$ cat config.mk
export PLATFORM = sky130hd
export DESIGN_NAME = serial_frame_scheduler_flat
export DESIGN_NICKNAME = d
export VERILOG_FILES = /design/src/rtl/serial_frame_scheduler_if.sv /design/src/rtl/serial_frame_scheduler.sv /design/src/flat_wrapper.sv
export SDC_FILE = /design/constraint.sdc
export NUM_CORES = 1
export LEC_CHECK = 0
export ABC_AREA = 1
export CAP_MARGIN = 20
export CORE_ASPECT_RATIO = 0.6
export CORE_MARGIN = 3
export CORE_UTILIZATION = 37
export DETAILED_ROUTE_END_ITERATION = 10
export SLEW_MARGIN = 20
export SYNTH_ARGS = -nofsm -noshare
export SYNTH_HDL_FRONTEND = slang
export SYNTH_SLANG_ARGS = --single-unit
$ cat constraint.sdc
create_clock -name iCLK -period 2.5 [get_ports iCLK]
set_input_delay 0.75 -clock iCLK [delete_from_list [all_inputs] [get_ports iCLK]]
set_output_delay 0.75 -clock iCLK [all_outputs]
set_load 0.02 [all_outputs]
$ cat src/rtl/serial_frame_scheduler_if.sv
// Request/grant and serial-output bundle of the frame scheduler.
// master = requester/observer side, slave = scheduler side.
interface serial_frame_scheduler_if;
    logic       iENABLE;
    logic [1:0] iREQ;
    logic [7:0] iDATA0;
    logic [7:0] iDATA1;
    logic [1:0] oGNT;
    logic [2:0] oSEL;
    logic       oSER;
    logic       oBIT_STB;
    logic       oBUSY;
    logic [1:0] oDONE;

    modport master (
        output iENABLE, iREQ, iDATA0, iDATA1,
        input  oGNT, oSEL, oSER, oBIT_STB, oBUSY, oDONE
    );

    modport slave (
        input  iENABLE, iREQ, iDATA0, iDATA1,
        output oGNT, oSEL, oSER, oBIT_STB, oBUSY, oDONE
    );
endinterface

$ cat src/rtl/serial_frame_scheduler.sv
// Two-requester round-robin scheduler that serializes a captured byte
// through an 8-to-1 mux select, one bit per RATE enabled clocks.
module serial_frame_scheduler #(
    parameter int RATE      = 50000000,
    parameter int GAP_BITS  = 1,
    parameter bit MSB_FIRST = 1'b0
) (
    input logic                     iCLK,
    input logic                     iCLEAR,
    serial_frame_scheduler_if.slave bus
);
    localparam int PW = $clog2(RATE);
    localparam logic [PW-1:0] PLAST = PW'(RATE - 1);
    localparam int GW = (GAP_BITS > 1) ? $clog2(GAP_BITS) : 1;
    localparam logic [GW-1:0] GLAST = GW'((GAP_BITS > 0) ? GAP_BITS - 1 : 0);
    localparam logic [2:0] SEL0 = MSB_FIRST ? 3'd7 : 3'd0;

    typedef enum logic [1:0] {IDLE, SHIFT, GAP} state_t;

    state_t        state, state_nx;
    logic [PW-1:0] pre, pre_nx;
    logic [2:0]    bit_cnt, bit_nx;
    logic [2:0]    sel, sel_nx;
    logic [GW-1:0] gap, gap_nx;
    logic [7:0]    shadow, shadow_nx;
    logic [1:0]    gnt, gnt_nx;
    logic [1:0]    done, done_nx;
    logic          stb, stb_nx;
    logic          last, last_nx;
    logic          tick;
    logic          pick1;

    assign tick  = (pre == PLAST) & bus.iENABLE;
    // last==1 means requester 1 was served most recently
    assign pick1 = bus.iREQ[1] & (~bus.iREQ[0] | ~last);

    always_comb begin
        state_nx  = state;
        pre_nx    = pre;
        bit_nx    = bit_cnt;
        sel_nx    = sel;
        gap_nx    = gap;
        shadow_nx = shadow;
        gnt_nx    = gnt;
        done_nx   = 2'b00;
        stb_nx    = 1'b0;
        last_nx   = last;
        if (tick)
            pre_nx = '0;
        else if (bus.iENABLE)
            pre_nx = pre + PW'(1);
        unique case (state)
            IDLE: begin
                if (bus.iENABLE && bus.iREQ != 2'b00) begin
                    shadow_nx = pick1 ? bus.iDATA1 : bus.iDATA0;
                    gnt_nx    = pick1 ? 2'b10 : 2'b01;
                    last_nx   = pick1;
                    sel_nx    = SEL0;
                    bit_nx    = 3'd0;
                    stb_nx    = 1'b1;
                    pre_nx    = '0;
                    state_nx  = SHIFT;
                end
            end
            SHIFT: begin
                if (tick) begin
                    if (bit_cnt != 3'd7) begin
                        sel_nx = MSB_FIRST ? sel - 3'd1 : sel + 3'd1;
                        bit_nx = bit_cnt + 3'd1;
                        stb_nx = 1'b1;
                    end else begin
                        done_nx  = gnt;
                        gnt_nx   = 2'b00;
                        gap_nx   = '0;
                        state_nx = (GAP_BITS == 0) ? IDLE : GAP;
                    end
                end
            end
            GAP: begin
                if (tick) begin
                    if (gap == GLAST)
                        state_nx = IDLE;
                    else
                        gap_nx = gap + GW'(1);
                end
            end
            default: state_nx = IDLE;
        endcase
    end

    always_ff @(posedge iCLK or negedge iCLEAR) begin
        if (!iCLEAR) begin
            state   <= IDLE;
            pre     <= '0;
            bit_cnt <= 3'd0;
            sel     <= 3'd0;
            gap     <= '0;
            shadow  <= 8'h00;
            gnt     <= 2'b00;
            done    <= 2'b00;
            stb     <= 1'b0;
            last    <= 1'b1;
        end else begin
            state   <= state_nx;
            pre     <= pre_nx;
            bit_cnt <= bit_nx;
            sel     <= sel_nx;
            gap     <= gap_nx;
            shadow  <= shadow_nx;
            gnt     <= gnt_nx;
            done    <= done_nx;
            stb     <= stb_nx;
            last    <= last_nx;
        end
    end

    assign bus.oGNT     = gnt;
    assign bus.oSEL     = sel;
    assign bus.oSER     = (state == SHIFT) ? shadow[sel] : 1'b0;
    assign bus.oBIT_STB = stb;
    assign bus.oBUSY    = (state != IDLE);
    assign bus.oDONE    = done;
endmodule

$ cat src/flat_wrapper.sv
// flat-port wrapper written by rule: the top's interface ports become plain ports
module serial_frame_scheduler_flat 
#(
    parameter int RATE      = 50000000,
    parameter int GAP_BITS  = 1,
    parameter bit MSB_FIRST = 1'b0
)
  (iCLK, iCLEAR, bus_iENABLE, bus_iREQ, bus_iDATA0, bus_iDATA1, bus_oGNT, bus_oSEL, bus_oSER, bus_oBIT_STB, bus_oBUSY, bus_oDONE);
  serial_frame_scheduler_if bus_i ();
  input logic iCLK;
  input logic iCLEAR;
  input wire logic [$bits(bus_i.iENABLE)-1:0] bus_iENABLE;
  input wire logic [$bits(bus_i.iREQ)-1:0] bus_iREQ;
  input wire logic [$bits(bus_i.iDATA0)-1:0] bus_iDATA0;
  input wire logic [$bits(bus_i.iDATA1)-1:0] bus_iDATA1;
  output wire logic [$bits(bus_i.oGNT)-1:0] bus_oGNT;
  output wire logic [$bits(bus_i.oSEL)-1:0] bus_oSEL;
  output wire logic [$bits(bus_i.oSER)-1:0] bus_oSER;
  output wire logic [$bits(bus_i.oBIT_STB)-1:0] bus_oBIT_STB;
  output wire logic [$bits(bus_i.oBUSY)-1:0] bus_oBUSY;
  output wire logic [$bits(bus_i.oDONE)-1:0] bus_oDONE;
  assign bus_i.iENABLE = bus_iENABLE;
  assign bus_i.iREQ = bus_iREQ;
  assign bus_i.iDATA0 = bus_iDATA0;
  assign bus_i.iDATA1 = bus_iDATA1;
  assign bus_oGNT = bus_i.oGNT;
  assign bus_oSEL = bus_i.oSEL;
  assign bus_oSER = bus_i.oSER;
  assign bus_oBIT_STB = bus_i.oBIT_STB;
  assign bus_oBUSY = bus_i.oBUSY;
  assign bus_oDONE = bus_i.oDONE;
  serial_frame_scheduler #(.RATE(RATE), .GAP_BITS(GAP_BITS), .MSB_FIRST(MSB_FIRST)) u_core (.iCLK(iCLK), .iCLEAR(iCLEAR), .bus(bus_i));
endmodule
# [Yosys cells after proc, flatten, opt, wreduce, memory -nomap -nowiden]
# Cells that the tools add are included.
[totals] rom_bits=0 word_cells=79 mem_count=0 latchBits=0 ram_bits=0 regBits=49 in_bits=21
[classes] n_mux=38 magnitude_cmp=1 eq_ne=10 add_sub_neg=4 reduce_logical=11 n_div=0 mul=0 shifts=0 n_bitwise=5
[op_table] op="$mux W26" count=4
[op_table] op="$add A26 B1 Y26 const B" count=1
[op_table] op="$eq A26 B26 Y1 const B" count=1
[op_table] op="$mux W2" count=12
[op_table] op="$mux W3" count=5
[op_table] op="$pmux W3 S2" count=2
[op_table] op="$reduce_and A4 Y1" count=3
[op_table] op="$mux W1" count=9
[op_table] op="$mux W8" count=1
[op_table] op="$ne A2 B1 Y1 const B" count=4
[op_table] op="$reduce_bool A2 Y1" count=4
[op_table] op="$add A3 B1 Y3 const B" count=2
[op_table] op="$pmux W2 S3" count=1
[op_table] op="$reduce_and A5 Y1" count=1
[op_table] op="$lt A3 B4 Y1 const B" count=1
[op_table] op="$ne A2 B2 Y1 const B" count=2
[op_table] op="$pmux W1 S2" count=2
[op_table] op="$pmux W2 S2" count=1
[op_table] op="$bmux W1 S3" count=1
[op_table] op="$ne A3 B3 Y1 const B" count=1
[op_table] op="$and A1 B1 Y1" count=2
[op_table] op="$eq A2 B1 Y1 const B" count=1
[op_table] op="$eq A2 B2 Y1 const B" count=1
[op_table] op="$logic_not A2 Y1" count=1
[op_table] op="other kinds (5)" count=6

# [Logic depth before layout (Yosys ltp)]
# Gate-level depths: netlist (run 1).
[logic_depth] depth_word=6 depth_mapped=11 mapped_depth_nobuf=10

# [Worst setup path after synthesis (run 1)]
# No wires, ideal clock.
[synth_path] path_kind="flip-flop to output port" start="reg u_core.sel[0] (netlist: u_core.bus.oSEL[0])" end="out bus_oSER" path_buffers=0 stages_incl_launch_ff=6 slack_ns=0.584 required_time_ns=1.750 arrival_time_ns=1.166 path_cell_list="dfrtp_1 -> inv_1 -> a21oi_1 -> o21ai_0 -> nand3_1 -> o211a_1"
[synth_via] elab_chain_len=3
[synth_lines] element="start, declared" line="serial_frame_scheduler.sv:23" source="logic [2:0] sel, sel_nx;"
[synth_lines] element="start signal, assigned" line="serial_frame_scheduler.sv:107" source="sel <= sel_nx;"
[synth_lines] element="$bmux W1 S3" line="serial_frame_scheduler.sv:119" source="assign bus.oSER = (state == SHIFT) ? shadow[sel] : 1'b0;"
[synth_lines] element="$mux W1 (implied by the code)" line="serial_frame_scheduler.sv:119"
[synth_lines] element="$mux W1" line="serial_frame_scheduler.sv:119"
[synth_lines] element="end, declared" line="flat_wrapper.sv:18" source="output wire logic [$bits(bus_i.oSER)-1:0] bus_oSER;"
# Every way passes these cells. The select of a mux whose other input is x is not followed.

# [Worst setup path after layout (run 1)]
# Same ends and word-level chain as after synthesis.

==> impl_metrics.tcl, run 1 <==
set metrics [dict create \
    final_common_cell "nand2_1" \
    drive_gt1_share_pct 13.0 \
    cts_buffer_depth 2 \
    slowest_stage "dfrtp_2" \
    synth-edff-count 0 \
    layout_common_cells "nand2_1 (83), nor2_1 (57), dfrtp_1 (45), inv_1 (33), clkdlybuf4s50_1 (28)" \
    drc 0 \
    viasPerCell 4.78 \
    setup_tns_ns 0 \
    synthesis.nets 375 \
    rows 23 \
    synth-seq-cells 48 \
    crit_path_cell_trace "inv_2, a21oi_1, o21ai_0, nand3_1, o211a_1, dlygate4sd2_1" \
    globalplace.congestion 0.883 \
    cellPowerDensity_nw_per_um2 809 \
    final_cells 478 \
    critPathBufInv 2 \
    startpoint "u_core.bus.oSEL[0]$_DFFE_PN0P_" \
    rsz0062_at_grt "false" \
    wl_per_cell_um 13.2 \
    vias 2285 \
    worstSkewPairLatency_ns 0.29 \
    yosysTopAreaCell "dfrtp_1" \
    timing.fmax_mhz 419 \
    synthToLayoutAreaGrowth_pct 21.3 \
    cts_tree "yes" \
    cts.sinks 48 \
    ys_seq_area_share_pct 44.5 \
    drtIter0Drc 180 \
    core_um2 6880 \
    tightest_slew_ns 0.465 \
    reg2reg_from "u_core.pre[1]$_DFF_PN0_" \
    fin_skew_ns 0.00545 \
    syn_area_per_cell_um2 7.72 \
    cts_htree_levels 2 \
    pin_count 31 \
    cp_max_fo 8 \
    num-fill-cells 675 \
    port_buffers 30 \
    cts_buffers 5 \
    slowest_delay_ns 0.45 \
    post-route-period-util_pct 95.5 \
    root_buffer "clkbuf_16" \
    startpoint_type "flip-flop" \
    nNetsFinal 415 \
    die_x_um 116 \
    yosys-top-cells-area "dfrtp_1 (44%), nand2_1 (12%), nor2_1 (7.9%)" \
    dieHeight_um 72.2 \
    hold_viol 0 \
    min_path_type "in -> async" \
    min_period_ns 2.39 \
    grt_use_total_pct 16.6 \
    maxCapViolCount 0 \
    dieArea_um2 8400 \
    ir_worst_vdd_uv 300 \
    r2r_setup_slack_ns 0.83 \
    wirelength_um 6300 \
    r2r_cells 8 \
    grt_pass1_vias 2089 \
    power.total_mw 2.65 \
    crit_type "reg -> out" \
    antenna_left 0 \
    ys.flop_type "dfrtp_1" \
    crit_path_end "bus_oSER" \
    cp.arrival_ns 1.64 \
    worstPathRequired_ns 1.75 \
    netlist_area_um2 2700 \
    finalMaxSlewViolations 0 \
    yosysWarnings 0 \
    synth.top_cell.area_share_pct 43.5 \
    grt_pass1_wl_um 10800 \
    leakage_nw 1.49 \
    path_delay_family "flip-flops" \
    status "complete, no violations" \
    diodes 0 \
    max_slew_margin_pct 68.8 \
    clkTransAtPathRegs_ns 0.07 \
    dpl.hpwl_um 4870 \
    setup_violations 0 \
    grt_start_max_net_pins 20 \
    synthArstFlopShare_pct 100 \
    yosysUniqueCellTypes 34 \
    overflow 0 \
    r2r-end "u_core.pre[12]$_DFF_PN0_" \
    placedCellCount 468 \
    critPathCaptureType "primary output" \
    start_util_pct 39.3 \
    cp_num_cells 6 \
    synth_cells 350 \
    grt_antenna_before_repair 0 \
    dr.pass1.iters 4 \
]
## area by class of cell
| class | count | area, um2 | area share (%) |
|---|---|---|---|
| Clock inverter | 2 | 15.0 | 0.458 |
| Inverter | 37 | 141 | 4.31 |
| Tap cell | 87 | 109 | 3.32 |
| Sequential cell | 48 | 1200 | 36.8 |
| Timing Repair Buffer | 39 | 362 | 11.0 |
| Multi-Input combinational cell | 259 | 1310 | 39.9 |
| Clock buffer | 6 | 139 | 4.24 |
## worst reg2reg max path, stage by stage (launching register included)
cell     delay (ns)
dfrtp_1        0.41
ha_1           0.21
nand3_1        0.10
nor2_1         0.14
nand2_1        0.10
nor2_1         0.22
nand2_1        0.15
xor2_1         0.17
nor2_1         0.05
## sequential cells by signal, summed over array words and instances (netlist names)
name	flops
u_core.state	2
u_core.shadow	8
u_core.bit_cnt	3
u_core.bus.oDONE	2
u_core.last	1
u_core.bus.oSEL	3
u_core.bus.oGNT	2
u_core.pre	26
u_core.bus.oBIT_STB	1
## how the worst min path moves through the flow
| stage | to | slack, ns | depth (start not counted) |
|---|---|---|---|
| 2_1_floorplan | u_core.last$_DFFE_PN1P_ | 0.44 | 2 |
| 3_3_place_gp | u_core.last$_DFFE_PN1P_ | 0.45 | 2 |
| 3_5_place_dp | u_core.last$_DFFE_PN1P_ | 0.46 | 2 |
| 4_1_cts | u_core.bus.oBIT_STB$_DFF_PN0_ | 0.39 | 1 |
| 5_1_grt | u_core.bus.oBIT_STB$_DFF_PN0_ | 0.40 | 1 |
| 6_report | u_core.bus.oBIT_STB$_DFF_PN0_ | 0.37 | 1 |
## through the flow
stage / hold slack [ns] / setup slack [ns] / area (um2) / utilization (%)
4_1_cts: 0.389 / 0.0603 / 3260 / 47.4
2_1_floorplan: 0.444 / 0.584 / 2700 / -
5_1_grt: 0.403 / 0.00481 / 3280 / 47.7
3_5_place_dp: 0.456 / 0.0213 / 3110 / 45.2
3_3_place_gp: 0.453 / 0.0228 / 3110 / 45.2
6_report: 0.374 / 0.113 / 3280 / 47.7
## what timing repair did
action	CTS	global route
endpoints found under the setup margin	1	1
resized for setup	2	2
setup buffers	0	2
pin swaps	0	0
hold buffers	0	0
## cells in the mapped netlist, types with 2 or more instances
| master | n |
|---|---|
| xnor2_1 | 4 |
| inv_2 | 2 |
| o21ai_2 | 6 |
| nor3b_1 | 3 |
| nor2_1 | 57 |
| nor3_1 | 7 |
| nand2_1 | 83 |
| dfrtp_1 | 47 |
| xor2_1 | 9 |
| nand2_2 | 7 |
| nand2_4 | 2 |
| ha_1 | 4 |
| nand4_1 | 6 |
| nor2_2 | 6 |
| nor3_2 | 2 |
| nand3_1 | 19 |
| a21oi_1 | 11 |
| inv_1 | 34 |
| buf_6 | 3 |
| o21ai_0 | 20 |
| o22ai_1 | 4 |
| buf_2 | 2 |
## per-layer routing
metal | GRT usage (%) | wire (um) | up-vias
li1 | - | - | 1194
met5 | 0 | 0 | -
met4 | 3.86 | 30 | 0
met3 | 4.33 | 451 | 2
met1 | 28.3 | 3510 | 1029
met2 | 19.7 | 2320 | 60
## report_power, final
group	leakage, nW	switching (mW)	internal (mW)	total [mW]
combinational	0.797	0.434	0.372	0.807
clock	0.0691	0.294	0.398	0.692
sequential	0.625	0.180	0.973	1.15
## logic make-up (layout without fill, tap and decap cells)
group	after synthesis	after routing	share of synthesized area, %
AO/OA/AOI/OAI	45	45	9.68
XOR/XNOR	13	13	4.21
adder cells (fa/ha/maj)	4	4	1.85
buffers and inverters	43	84	7.13
flip-flops	48	48	44.5
AND/OR/NAND/NOR	197	197	32.6
(Power assumes the default switching activity.)
==> inputs of run 2 (changes only) <==
==> constraint.sdc (replaced) <==
create_clock -name iCLK -period 2.5 [get_ports iCLK]
set_input_delay 0.625 -clock iCLK [delete_from_list [all_inputs] [get_ports iCLK]]
set_output_delay 0.625 -clock iCLK [all_outputs]
set_load 0.02 [all_outputs]
==> run 2 against run 1 <==
Non-clock buffer count fell by 2. Clock-buffer cell count did not move. Global-route usage fell by 0.18 points. Core utilization rose by 0.29 points. Maximum frequency rose by 3.2%. First-iteration DRC count rose by 19%. Clock skew fell by 0.0032 ns. Total power rose by 2.7%. Setup slack improved by 0.075 ns. Largest cell class unchanged. Largest power group unchanged.
==> impl_metrics.tcl, run 2 (synthesized netlist as in run 1, its figures left out) <==
set metrics [dict create \
    dieHeight_um 72.2 \
    port_buffers 30 \
    placed_cell_area_um2 3120 \
    min_path_type "in -> async" \
    grt_pass1_wl_um 10700 \
    post_cts_buffers 0 \
    grt_start_max_net_pins 29 \
    r2r_setup_slack_ns 0.80 \
    timing.fmax_mhz 433 \
    maxCapViolCount 0 \
    dieArea_um2 8400 \
    nNetsFinal 413 \
    reg2reg_from "u_core.pre[1]$_DFF_PN0_" \
    final_cells 476 \
    grt_use_total_pct 16.4 \
    final_util_pct 48.0 \
    hold_viol 0 \
    placedCellCount 468 \
    antenna_left 0 \
    globalplace.congestion 0.928 \
    root_buffer "clkbuf_16" \
    largest_reg_flops 26 \
    vias 2334 \
    setup_violations 0 \
    startpoint_type "flip-flop" \
    regMostFlops "u_core.pre" \
    cts_tree "yes" \
    finalMaxSlewViolations 0 \
    overflow 0 \
    leakage_nw 1.51 \
    wirelength_um 6380 \
    worstPathRequired_ns 1.88 \
    drtIter0Drc 215 \
    layout_common_cells "nand2_1 (83), nor2_1 (57), dfrtp_1 (46), inv_1 (34), clkdlybuf4s50_1 (28)" \
    fin_skew_ns 0.00221 \
    cellPowerDensity_nw_per_um2 826 \
    grt_antenna_before_repair 0 \
    tightest_slew_ns 0.509 \
    viasPerCell 4.90 \
    rows 23 \
    top_regs "u_core.pre (26), u_core.shadow (8)" \
    drive_gt1_share_pct 12.1 \
    grt_pass1_vias 2097 \
    critPathCaptureType "primary output" \
    setup_tns_ns 0 \
    r2r-end "u_core.pre[24]$_DFF_PN0_" \
    synthToLayoutAreaGrowth_pct 22.0 \
    post-route-period-util_pct 92.5 \
    cts_resized 2 \
    worstSkewPairLatency_ns 0.28 \
    status "complete, no violations" \
    cts_htree_levels 2 \
    whs_ns 0.302 \
    dpl.hpwl_um 4920 \
    clkTransAtPathRegs_ns 0.06 \
    postLayoutCellArea_um2 3300 \
    pin_count 31 \
    drc 0 \
    cts_buffer_depth 2 \
    dr.pass1.iters 4 \
    ir_worst_vdd_uv 320 \
    cp.arrival_ns 1.69 \
    core_um2 6880 \
    die_x_um 116 \
    crit_type "reg -> out" \
    rsz0062_at_grt "false" \
    final_common_cell "nand2_1" \
    r2r_cells 10 \
    hold_buffers 0 \
    max_slew_margin_pct 66.1 \
    cts_buffers 5 \
    wl_per_cell_um 13.4 \
    cp_max_fo 8 \
    min_period_ns 2.31 \
    cts.sinks 48 \
    diodes 0 \
    start_util_pct 39.3 \
]
run 2: critical path: stages (launching register included):
cell	delay, ns
dfrtp_2	0.46
inv_1	0.13
a21oi_1	0.15
o21ai_0	0.12
nand3_1	0.08
o211a_1	0.13
dlygate4sd2_1	0.33
run 2: final cells by class:
class | instances | area (um2)
timing repair buffer | 37 | 359
clock buffer | 6 | 139
tap | 87 | 109
sequential | 48 | 1200
multi-input combinational | 259 | 1310
fill | 679 | 3580
clock inverter | 2 | 38.8
inverter | 37 | 141
run 2: routing by layer:
metal / vias to the layer above / wire length [um] / global-route usage (%)
met3: 8 / 421 / 3.33
met5: - / 0 / 0
li1: 1198 / - / -
met2: 64 / 2270 / 19.3
met4: 0 / 68 / 3.99
met1: 1064 / 3620 / 28.6
run 2: worst max path at each step:
stage	from	end	slack, ns	cells past startpoint
after floorplan	u_core.bus.oSEL[0]$_DFFE_PN0P_	bus_oSER	0.71	5
after global placement	bus_iENABLE	u_core.pre[18]$_DFF_PN0_	0.12	10
after detailed placement	bus_iENABLE	u_core.pre[18]$_DFF_PN0_	0.09	10
after CTS	u_core.bus.oSEL[0]$_DFFE_PN0P_	bus_oSER	0.19	6
after global routing	u_core.bus.oSEL[0]$_DFFE_PN0P_	bus_oSER	0.06	6
final	u_core.bus.oSEL[0]$_DFFE_PN0P_	bus_oSER	0.19	6
run 2: report_power, final:
part           switching (mW)  internal, mW  leakage [nW]  total [mW]
Clock                   0.285         0.501        0.0871       0.786
Combinational           0.429         0.355         0.792       0.784
Sequential              0.183         0.972         0.626        1.15
run 2: through the flow:
step           setup slack [ns]  total power [mW]
2_1_floorplan             0.709              1.65
3_5_place_dp             0.0871              1.96
6_report                  0.188              2.72
4_1_cts                   0.194              2.75
5_1_grt                  0.0569              2.92
3_3_place_gp              0.123              1.95
